## src/rtl/mlbmp_fetch.sv

```systemverilog
`default_nettype none
// ============================================================================
// Module      : mlbmp_fetch
// Description : VRAM byte prefetcher for the 320x240 monochrome bitmap mode.
//               Every bitmap pixel covers 2x2 screen pixels, so one bitmap
//               byte spans 16 screen columns. Once per scanline the row's
//               bitmap bytes are read through a req/gnt + in-order rvalid
//               memory port into a small FIFO, whose head is presented on
//               val for the 16 screen clocks that byte covers.
//
// Ports       : clk         pixel clock
//               rst_n       synchronous reset, active low
//               line_start  1-clk pulse: start fetching the upcoming line
//               line_y      screen row of the upcoming line (9b)
//               posx        current screen column (10b)
//               mem_req     read request, held with mem_addr until mem_gnt
//               mem_addr    {row[7:0], 2'b00, byte[5:0]}
//               mem_gnt     request accepted this clk
//               mem_rvalid  read data valid (in request order)
//               mem_rdata   read data (8b)
//               val         FIFO head byte, 8'h00 when empty
//               underrun    sticky: a pop was required while empty
//               fifo_level  current FIFO occupancy 0..DEPTH
//
// Revision    : 1.0  initial release
// ============================================================================
module mlbmp_fetch #(
    parameter int H_ACTIVE      = 640,
    parameter int BYTES_PER_ROW = 40,
    parameter int DEPTH         = 4
) (
    input  logic        clk,
    input  logic        rst_n,
    input  logic        line_start,
    input  logic [8:0]  line_y,
    input  logic [9:0]  posx,
    output logic        mem_req,
    output logic [15:0] mem_addr,
    input  logic        mem_gnt,
    input  logic        mem_rvalid,
    input  logic [7:0]  mem_rdata,
    output logic [7:0]  val,
    output logic        underrun,
    output logic [2:0]  fifo_level
);

    // ------------------------------------------------------------------------
    // Constants
    // ------------------------------------------------------------------------
    localparam int              c_ptr_w     = (DEPTH > 1) ? $clog2(DEPTH) : 1;
    localparam logic [c_ptr_w-1:0] c_ptr_one = 1;
    localparam logic [2:0]      c_depth_lvl = 3'(DEPTH);
    localparam logic [5:0]      c_last_byte = 6'(BYTES_PER_ROW - 1);
    localparam logic [9:0]      c_h_active  = 10'(H_ACTIVE);

    localparam logic [1:0] c_st_idle  = 2'd0;
    localparam logic [1:0] c_st_fetch = 2'd1;
    localparam logic [1:0] c_st_done  = 2'd2;

    // ------------------------------------------------------------------------
    // State
    // ------------------------------------------------------------------------
    logic [1:0]         r_state;
    logic [1:0]         w_state_nxt;

    logic [7:0]         r_row;        // bitmap row = line_y[8:1]
    logic [5:0]         r_byte;       // next byte index to request
    logic [2:0]         r_out;        // granted reads of this line not yet returned
    logic [7:0]         r_discard;    // returns still owed to abandoned lines
    logic               r_restart;    // clk right after line_start

    logic [7:0]         r_mem [DEPTH];
    logic [c_ptr_w-1:0] r_rd_ptr;
    logic [c_ptr_w-1:0] r_wr_ptr;
    logic [2:0]         r_level;
    logic               r_underrun;

    // ------------------------------------------------------------------------
    // Combinational helpers
    // ------------------------------------------------------------------------
    logic w_gnt;
    logic w_last_byte;
    logic w_credit;
    logic w_pop;
    logic w_empty;
    logic w_full;
    logic w_pop_ok;
    logic w_ret_drop;
    logic w_ret_live;
    logic w_push;
    logic w_unused_ly0;

    // Only the upper 8 bits of the screen row select a bitmap row.
    assign w_unused_ly0 = line_y[0];

    assign w_empty     = (r_level == 3'd0);
    assign w_full      = (r_level == c_depth_lvl);
    assign w_last_byte = (r_byte == c_last_byte);

    // Credit counts FIFO entries plus reads already in flight for this
    // line, so every granted read is guaranteed a slot when it returns.
    assign w_credit = ({1'b0, r_level} + {1'b0, r_out}) < {1'b0, c_depth_lvl};

    // The request is withheld for the clk following line_start so that a
    // request left over from the previous line is withdrawn before the
    // first byte of the new row is asked for.
    assign mem_req  = (r_state == c_st_fetch) && !r_restart && w_credit;
    assign mem_addr = {r_row, 2'b00, r_byte};
    assign w_gnt    = mem_req && mem_gnt;

    // Pop on the last column of each 16-column byte slot, so the next head
    // appears exactly on the following byte boundary.
    assign w_pop    = (posx < c_h_active) && (posx[3:0] == 4'hF);
    assign w_pop_ok = w_pop && !w_empty;

    // Returns are strictly in order: owed returns of abandoned lines are
    // consumed first, anything after that belongs to the current line.
    assign w_ret_drop = mem_rvalid && (r_discard != 8'd0);
    assign w_ret_live = mem_rvalid && !w_ret_drop;
    // Data arriving with line_start belongs to the line being abandoned.
    assign w_push     = w_ret_live && !line_start;

    // ------------------------------------------------------------------------
    // FSM
    // ------------------------------------------------------------------------
    always_ff @(posedge clk) begin
        if (!rst_n) begin
            r_state <= c_st_idle;
        end else begin
            r_state <= w_state_nxt;
        end
    end

    always_comb begin
        w_state_nxt = r_state;
        case (r_state)
            c_st_idle: begin
                if (line_start) begin
                    w_state_nxt = c_st_fetch;
                end
            end
            c_st_fetch: begin
                if (line_start) begin
                    w_state_nxt = c_st_fetch;
                end else if (w_gnt && w_last_byte) begin
                    w_state_nxt = c_st_done;
                end
            end
            c_st_done: begin
                if (line_start) begin
                    w_state_nxt = c_st_fetch;
                end
            end
            default: begin
                w_state_nxt = c_st_idle;
            end
        endcase
    end

    // ------------------------------------------------------------------------
    // Counters and FIFO control
    // ------------------------------------------------------------------------
    always_ff @(posedge clk) begin
        if (!rst_n) begin
            r_row      <= 8'd0;
            r_byte     <= 6'd0;
            r_out      <= 3'd0;
            r_discard  <= 8'd0;
            r_restart  <= 1'b0;
            r_rd_ptr   <= '0;
            r_wr_ptr   <= '0;
            r_level    <= 3'd0;
            r_underrun <= 1'b0;
        end else begin
            r_restart <= line_start;

            if (w_pop && w_empty) begin
                r_underrun <= 1'b1;
            end

            if (line_start) begin
                r_row    <= line_y[8:1];
                r_byte   <= 6'd0;
                r_out    <= 3'd0;
                // Everything still in flight for the old line, including a
                // grant taken this clk, is owed as a discard; a return in
                // this same clk has already been paid off.
                r_discard <= r_discard + 8'(r_out) + 8'(w_gnt) - 8'(mem_rvalid);
                r_rd_ptr <= '0;
                r_wr_ptr <= '0;
                r_level  <= 3'd0;
            end else begin
                // The counter parks on the last byte once it is granted.
                if (w_gnt && !w_last_byte) begin
                    r_byte <= r_byte + 6'd1;
                end
                r_out <= r_out + 3'(w_gnt) - 3'(w_ret_live);
                if (w_ret_drop) begin
                    r_discard <= r_discard - 8'd1;
                end
                if (w_push) begin
                    r_wr_ptr <= r_wr_ptr + c_ptr_one;
                end
                if (w_pop_ok) begin
                    r_rd_ptr <= r_rd_ptr + c_ptr_one;
                end
                // A pop of an empty FIFO takes nothing, so a byte pushed in
                // that same clk is kept as the new head.
                r_level <= r_level + 3'(w_push) - 3'(w_pop_ok);
            end
        end
    end

    // FIFO storage carries no reset; emptiness is tracked by r_level.
    always_ff @(posedge clk) begin
        if (w_push) begin
            r_mem[r_wr_ptr] <= mem_rdata;
        end
    end

    // ------------------------------------------------------------------------
    // Outputs
    // ------------------------------------------------------------------------
    assign val        = w_empty ? 8'h00 : r_mem[r_rd_ptr];
    assign underrun   = r_underrun;
    assign fifo_level = r_level;

    // ------------------------------------------------------------------------
    // Design checks
    // ------------------------------------------------------------------------
    a_no_push_full : assert property (@(posedge clk) disable iff (!rst_n)
        !(w_push && w_full && !w_pop));

    a_credit_bound : assert property (@(posedge clk) disable iff (!rst_n)
        ({1'b0, r_level} + {1'b0, r_out}) <= {1'b0, c_depth_lvl});

endmodule

`default_nettype wire

```

## config.mk

```make
export PLATFORM = sky130hd
export DESIGN_NAME = mlbmp_fetch
export DESIGN_NICKNAME = d
export VERILOG_FILES = /design/src/rtl/mlbmp_fetch.sv
export SDC_FILE = /design/constraint.sdc
export NUM_CORES = 1
export LEC_CHECK = 0
export ABC_AREA = 0
export ABC_CLOCK_PERIOD_IN_PS = 3210
export CAP_MARGIN = 20
export CORE_MARGIN = 4
export CORE_UTILIZATION = 38
export DETAILED_ROUTE_END_ITERATION = 8
export PLACE_DENSITY_LB_ADDON = 0.15
export SETUP_SLACK_MARGIN = 0.1
export SLEW_MARGIN = 20
export SYNTH_ARGS = -nofsm -noshare
export SYNTH_HDL_FRONTEND = slang
export SYNTH_SLANG_ARGS = --single-unit
```

## constraint.sdc

```tcl
create_clock -name clk -period 3.21 [get_ports clk]
set_clock_uncertainty 0.1 [all_clocks]
set_input_delay 0.321 -clock clk [delete_from_list [all_inputs] [get_ports clk]]
set_output_delay 0.321 -clock clk [all_outputs]
set_load 0.01 [all_outputs]
```

==> results of run 1 <==
## power groups by stage
stage               Sequential (mW)  Clock [mW]  Combinational (mW)
CTS                            1.04       0.702                1.00
detailed placement             1.06           0               0.990
global placement               1.06           0               0.974
floorplan                      1.05           0               0.779
global route                   1.04       0.751                1.18
finish                         1.04       0.681                1.04
## sequential cells by signal, indices dropped and copies added (netlist names), named ones only
register	count
fifo_level	3
r_byte	6
r_discard	8
r_mem	32
r_out	3
r_rd_ptr	2
r_restart	1
r_row	8
r_state	2
r_wr_ptr	2
underrun	1
## worst reg2reg max path, cell delays in order, from the launching register on
cell and delay [ns]:
dfxtp_2 0.34, ha_4 0.24, nor4_4 0.21, and4_1 0.26, inv_2 0.07, fa_2 0.41, fa_2 0.36, nand2b_4 0.15
a211oi_2 0.25, mux2_4 0.33, o21ai_2 0.12, o211a_1 0.14
## per-layer routing
layer  track usage  vias to the layer above  share of wire
li1              -                     1177              -
met1         0.159                     1095           0.45
met2         0.221                       47           0.49
met3        0.0367                        8          0.043
met4        0.0513                        0          0.017
met5             0                        -              0
## worst paths after layout
check	end	slack, ns	cells past startpoint
worst max-delay path	r_discard[6]	0.19	11
worst min-delay path	underrun	0.37	2
worst max register to register	r_discard[6]	0.19	11
worst min register to register	underrun	0.37	2
## stage by stage
| stage | util | instance area, sq um | setup WS, ns |
|---|---|---|---|
| 6_report | 0.502 | 4420 | 0.188 |
| 3_3_place_gp | 0.473 | 4160 | 0.113 |
| 5_1_grt | 0.502 | 4420 | 0.0738 |
| 2_1_floorplan | - | 3500 | 0.114 |
| 4_1_cts | 0.496 | 4370 | 0.114 |
| 3_5_place_dp | 0.473 | 4160 | 0.000577 |
## cell usage in the layout, fill, tap and decap left out, types with 4 or more instances in the layout
cell type	netlist	layout
a211oi_1	5	4
a21oi_1	9	9
and2_1	9	9
buf_4	3	10
clkbuf_8	0	9
clkdlybuf4s50_1	0	54
dfxtp_1	38	35
edfxtp_1	32	32
ha_1	25	24
inv_1	30	29
mux2i_1	9	9
mux4_2	8	8
nand2_1	10	10
nand2b_1	5	4
nand3_1	8	8
nand4_1	4	4
nor2_1	32	31
nor2b_1	9	9
o21ai_0	5	4
xnor2_1	13	13
xor2_1	8	8
## repair_timing
action                     in CTS  in global routing
resized for setup               2                  7
pin swaps                       3                  5
hold buffers                    0                  0
setup buffers                   2                  2
setup endpoints to repair       1                  2
## layout make-up
type                    instances  area (sq um)
inverters                      30           113
fillers                       787          4390
clock buffers                   9           124
clock inverters                 7          63.8
well taps                     108           135
multi-input cells             195          1640
repair buffers                 64           616
flip-flops and latches         70          1730
## kinds of logic (layout without fill, tap and decap cells)
group | Yosys count | count (layout) | share of synthesized area
buffers and inverters | 40 | 110 | 0.0469
other | 1 | 2 | 0.00108
AO/OA/AOI/OAI | 33 | 33 | 0.0682
flip-flops | 70 | 70 | 0.497
adder cells (fa/ha/maj) | 29 | 29 | 0.113
AND/OR/NAND/NOR | 92 | 92 | 0.140
XOR/XNOR | 21 | 21 | 0.0531
multiplexers | 18 | 18 | 0.0812
==> impl_metrics.yaml, run 1 <==
floorplan:
  die_x_um: 104
  coreArea_sq_um: 8810
  rows: 34
  die_h_um: 104
  die_area_sq_um: 10700
  start_util: 0.394
  io_pins: 61
power_and_ir_drop:
  power.share.clock: 0.247
  switching_share: 0.345
  p_int_mw: 1.80
  ir_drop_uv: 463
  power.density_nw_per_um2: 624
  leakagePower_nw: 1.69
  power.switching_mw: 0.951
  finalPower_mw: 2.76
  p_comb_frac: 0.376
  seq_power_share: 0.376
synthesis:
  ys_types: 45
  ys_top_cells_by_area: "edfxtp_1 (28%), dfxtp_1 (22%), ha_1 (9.0%)"
  synth-main-ff-cell: "dfxtp_1"
  synth-edff-count: 32
  synth.most_common_cell: "dfxtp_1"
  avgSynthCellArea_sq_um: 11.4
  yosys-top-cells-count: "dfxtp_1 (38), edfxtp_1 (32), nor2_1 (32)"
  synth_cells: 304
  yosys_register_bits: 70
  yosysWarningCount: 0
  netlist_area_sq_um: 3470
  synth_seq_area_share: 0.497
  synth_top_area_share: 0.277
  yosysTopAreaCell: "edfxtp_1"
  async_flop_share: 0
setup_path:
  critPathKind: "flip-flop to flip-flop"
  crit_slowest_cell: "fa_2"
  start_kind: "flip-flop"
  crit_top_cell: "fa_2"
  startpoint: "fifo_level[2]"
  critPathArrivalTime_ns: 3.22
  crit_family: "adder cells"
  r2r-start: "fifo_level[2]"
  crit_chain: "ha_4 -> nor4_4 -> and4_1 -> inv_2 -> fa_2 -> fa_2 -> nand2b_4 -> a211oi_2 -> mux2_4 -> o21ai_2 -> o211a_1"
  worst-path-buf-inv: 1
  worst-path-max-fanout: 2
  cp-end-kind: "flip-flop"
  critical-path-max-stage-delay_ns: 0.41
  required_ns: 3.40
routing:
  vias: 2327
  drc: 0
  first_iter_violations: 45
  wire_per_inst_um: 13.8
  via_per_inst: 4.82
  postRouteAntennaNets: 0
  firstDrtPassIters: 4
  drt_wl_total_um: 6680
sta:
  hold_viol: 0
  finalCritPeriodShare: 0.942
  timing.hold.ws_ns: 0.371
  setup_tns_ns: 0
  slew_violations: 0
  tightestPinTransition_ns: 0.615
  fmax_ghz: 0.331
  max-slew-margin-rel: 0.589
  rsz0062_at_grt: "true"
  setup-violations-final: 0
  fin_crit_ns: 3.02
job:
  max_cap_violations: 0
grt:
  grt_max_degree: 28
  antenna_found_initial: 0
  globalRouteTotalUtil: 0.131
  grt_pass1_vias: 2335
  grt_pass1_wl_um: 11400
  gr-total-overflow: 0
layout:
  diodes: 0
  layout.nets: 431
  syn_to_final_growth_pct: 27.4
  fin_cells: 483
  drive_above_1_share: 0.141
clocking:
  root_buffer: "clkbuf_8"
  worstSkewPairLatency_ns: 0.35
  cts.htree.levels: 3
  cts_tree: "built"
  cts_buffers: 9
  cts.sink_count: 70
  clk_path_buf_depth: 2
  path_clk_slew_ns: 0.09
place:
  dp_cells: 463
  port-buffer-count: 54
  place_congestion: 0.749
  hpwl_um: 4720
hold_path:
  hp-class: "flip-flop to flip-flop"
  hp-start: "underrun"
status:
  outcome: "finished, final reports clean"
Power figures use the tool's default switching activity.
==> run 2, diff against run 1 <==
==> constraint.sdc (replaced) <==
create_clock -name clk -period 3.21 [get_ports clk]
set_clock_uncertainty 0.1 [all_clocks]
set_input_delay 0.321 -clock clk [delete_from_list [all_inputs] [get_ports clk]]
set_output_delay 0.321 -clock clk [all_outputs]
set_load 0.005 [all_outputs]
==> run 2 against run 1 <==
Via count about the same. Routed wire length is 3.6% higher. Die area did not move. Sequential share of layout area shrank 0.19 points. Hold slack better by 0.0014 ns. Clock power rose by 5.3%. Design area up 0.71%. Worst setup slack got worse by 0.044 ns.
==> impl_metrics.yaml, run 2 (synthesized netlist as in run 1, its figures left out) <==
clocking:
  worstSkewPairLatency_ns: 0.34
  cts.htree.levels: 3
  root_buffer: "clkbuf_8"
  clk_path_buf_depth: 2
  path_clk_slew_ns: 0.08
  cts_buffers: 9
  cts.hold.buffers_added: 0
  cts_tree: "built"
  cts.sink_count: 70
setup_path:
  critPathKind: "flip-flop to flip-flop"
  crit_top_cell: "fa_2"
  start_kind: "flip-flop"
  cp-end-kind: "flip-flop"
  critical-path-max-stage-delay_ns: 0.41
  worst-path-buf-inv: 1
  crit_cells: 11
  crit_slowest_cell: "fa_2"
  crit_chain: "ha_4 -> nor4_4 -> and4_4 -> inv_4 -> fa_2 -> fa_2 -> nand2b_4 -> a211oi_4 -> mux2_4 -> o21ai_2 -> o211a_1"
  required_ns: 3.40
  worst-path-max-fanout: 2
  critPathArrivalTime_ns: 3.26
  crit_family: "adder cells"
  reg2reg_depth: 11
layout:
  fin_cells: 483
  syn_to_final_growth_pct: 28.3
  diodes: 0
  regMostFlops: "r_mem"
  largest_reg_flops: 32
  reg_top3: "r_mem (32), r_discard (8), r_row (8)"
  layout.nets: 431
  layout_commonest_cell: "clkdlybuf4s50_1"
  final_cell_mix: "clkdlybuf4s50_1 (54), dfxtp_1 (36), edfxtp_1 (32), nor2_1 (31), inv_1 (29)"
  drive_above_1_share: 0.141
  fillers: 777
routing:
  via_per_inst: 4.82
  firstDrtPassIters: 4
  first_iter_violations: 55
  drc: 0
  drt_wl_total_um: 6920
  postRouteAntennaNets: 0
  vias: 2329
  wire_per_inst_um: 14.3
hold_path:
  hp-class: "flip-flop to flip-flop"
  whs_path_depth: 2
floorplan:
  io_pins: 61
  die_h_um: 104
  die_area_sq_um: 10700
  start_util: 0.394
  die_x_um: 104
  rows: 34
  coreArea_sq_um: 8810
sta:
  finalCritPeriodShare: 0.955
  tightestPinTransition_ns: 0.610
  slew_violations: 0
  max-slew-margin-rel: 0.593
  worst_slack_ns: 0.144
  hold_viol: 0
  rsz0062_at_grt: "true"
  setup-violations-final: 0
  fin_crit_ns: 3.07
  fmax_ghz: 0.326
  setup_tns_ns: 0
place:
  dp_slack_ns: 0.0783
  port-buffer-count: 54
  hpwl_um: 5000
  dp_cells: 463
  place_congestion: 0.745
grt:
  gr-total-overflow: 0
  globalRouteTotalUtil: 0.133
  grt_pass1_wl_um: 11500
  antenna_found_initial: 0
  grt_max_degree: 28
  grt_pass1_vias: 2347
status:
  outcome: "finished, final reports clean"
power_and_ir_drop:
  finalPower_mw: 2.81
  leakagePower_nw: 1.70
  ir_drop_uv: 448
  power.density_nw_per_um2: 631
job:
  max_cap_violations: 0
[run 2: changes by cell type in the layout (fill, tap and decap cells not counted), sizes merged]
cell and change:
clkinvlp +1, bufinv +1, inv -2
[run 2: per-stage QoR]
step	hold WS, ns	utilization	instance area [sq um]
after floorplan	0.320	-	3490
after CTS	0.379	0.496	4370
after global placement	0.349	0.472	4150
final	0.372	0.505	4450
after global routing	0.395	0.505	4450
after detailed placement	0.361	0.472	4150
[run 2: area by class of cell]
class                      instances  area, sq um  share of cell area
inverter                          30          115              0.0259
timing repair buffer              64          616               0.138
tap                              108          135              0.0304
clock inverter                     7         78.8              0.0177
multi-input combinational        195         1650               0.371
clock buffer                       9          124              0.0278
sequential                        70         1730               0.389
[run 2: report_power, final]
group / leakage [nW] / switching [mW] / total, mW / internal, mW
clock network: 0.0929 / 0.350 / 0.717 / 0.366
registers: 0.600 / 0.0425 / 1.04 / 0.995
logic: 1.01 / 0.544 / 1.05 / 0.511
[run 2: worst paths after layout]
path              startpoint            to  slack [ns]
setup / recovery    r_out[2]  r_discard[6]        0.14
hold / removal      underrun      underrun        0.37
setup reg to reg    r_out[2]  r_discard[6]        0.14
hold reg to reg     underrun      underrun        0.37
[run 2: per-layer routing]
metal	share of wire	routed length, um	global-route usage
met5	0	0	0
met2	0.52	3600	0.236
met3	0.031	214	0.0305
met1	0.43	3010	0.154
met4	0.015	102	0.0570
[run 2: what timing repair did]
item / CTS / global route
endpoints found under the hold margin: 0 / 0
endpoints found under the setup margin: 1 / 2
resized for setup: 1 / 14
pin swaps: 3 / 7
buffers inserted: 1 / 3
[run 2: tightest hold or removal path, delay by kind of cell (launching register included)]
family / cells / cell delay, ns
and+or+nand+nor: 1 / 0.07
DFF: 1 / 0.33
AOI/OAI and AO/OA: 1 / 0.04
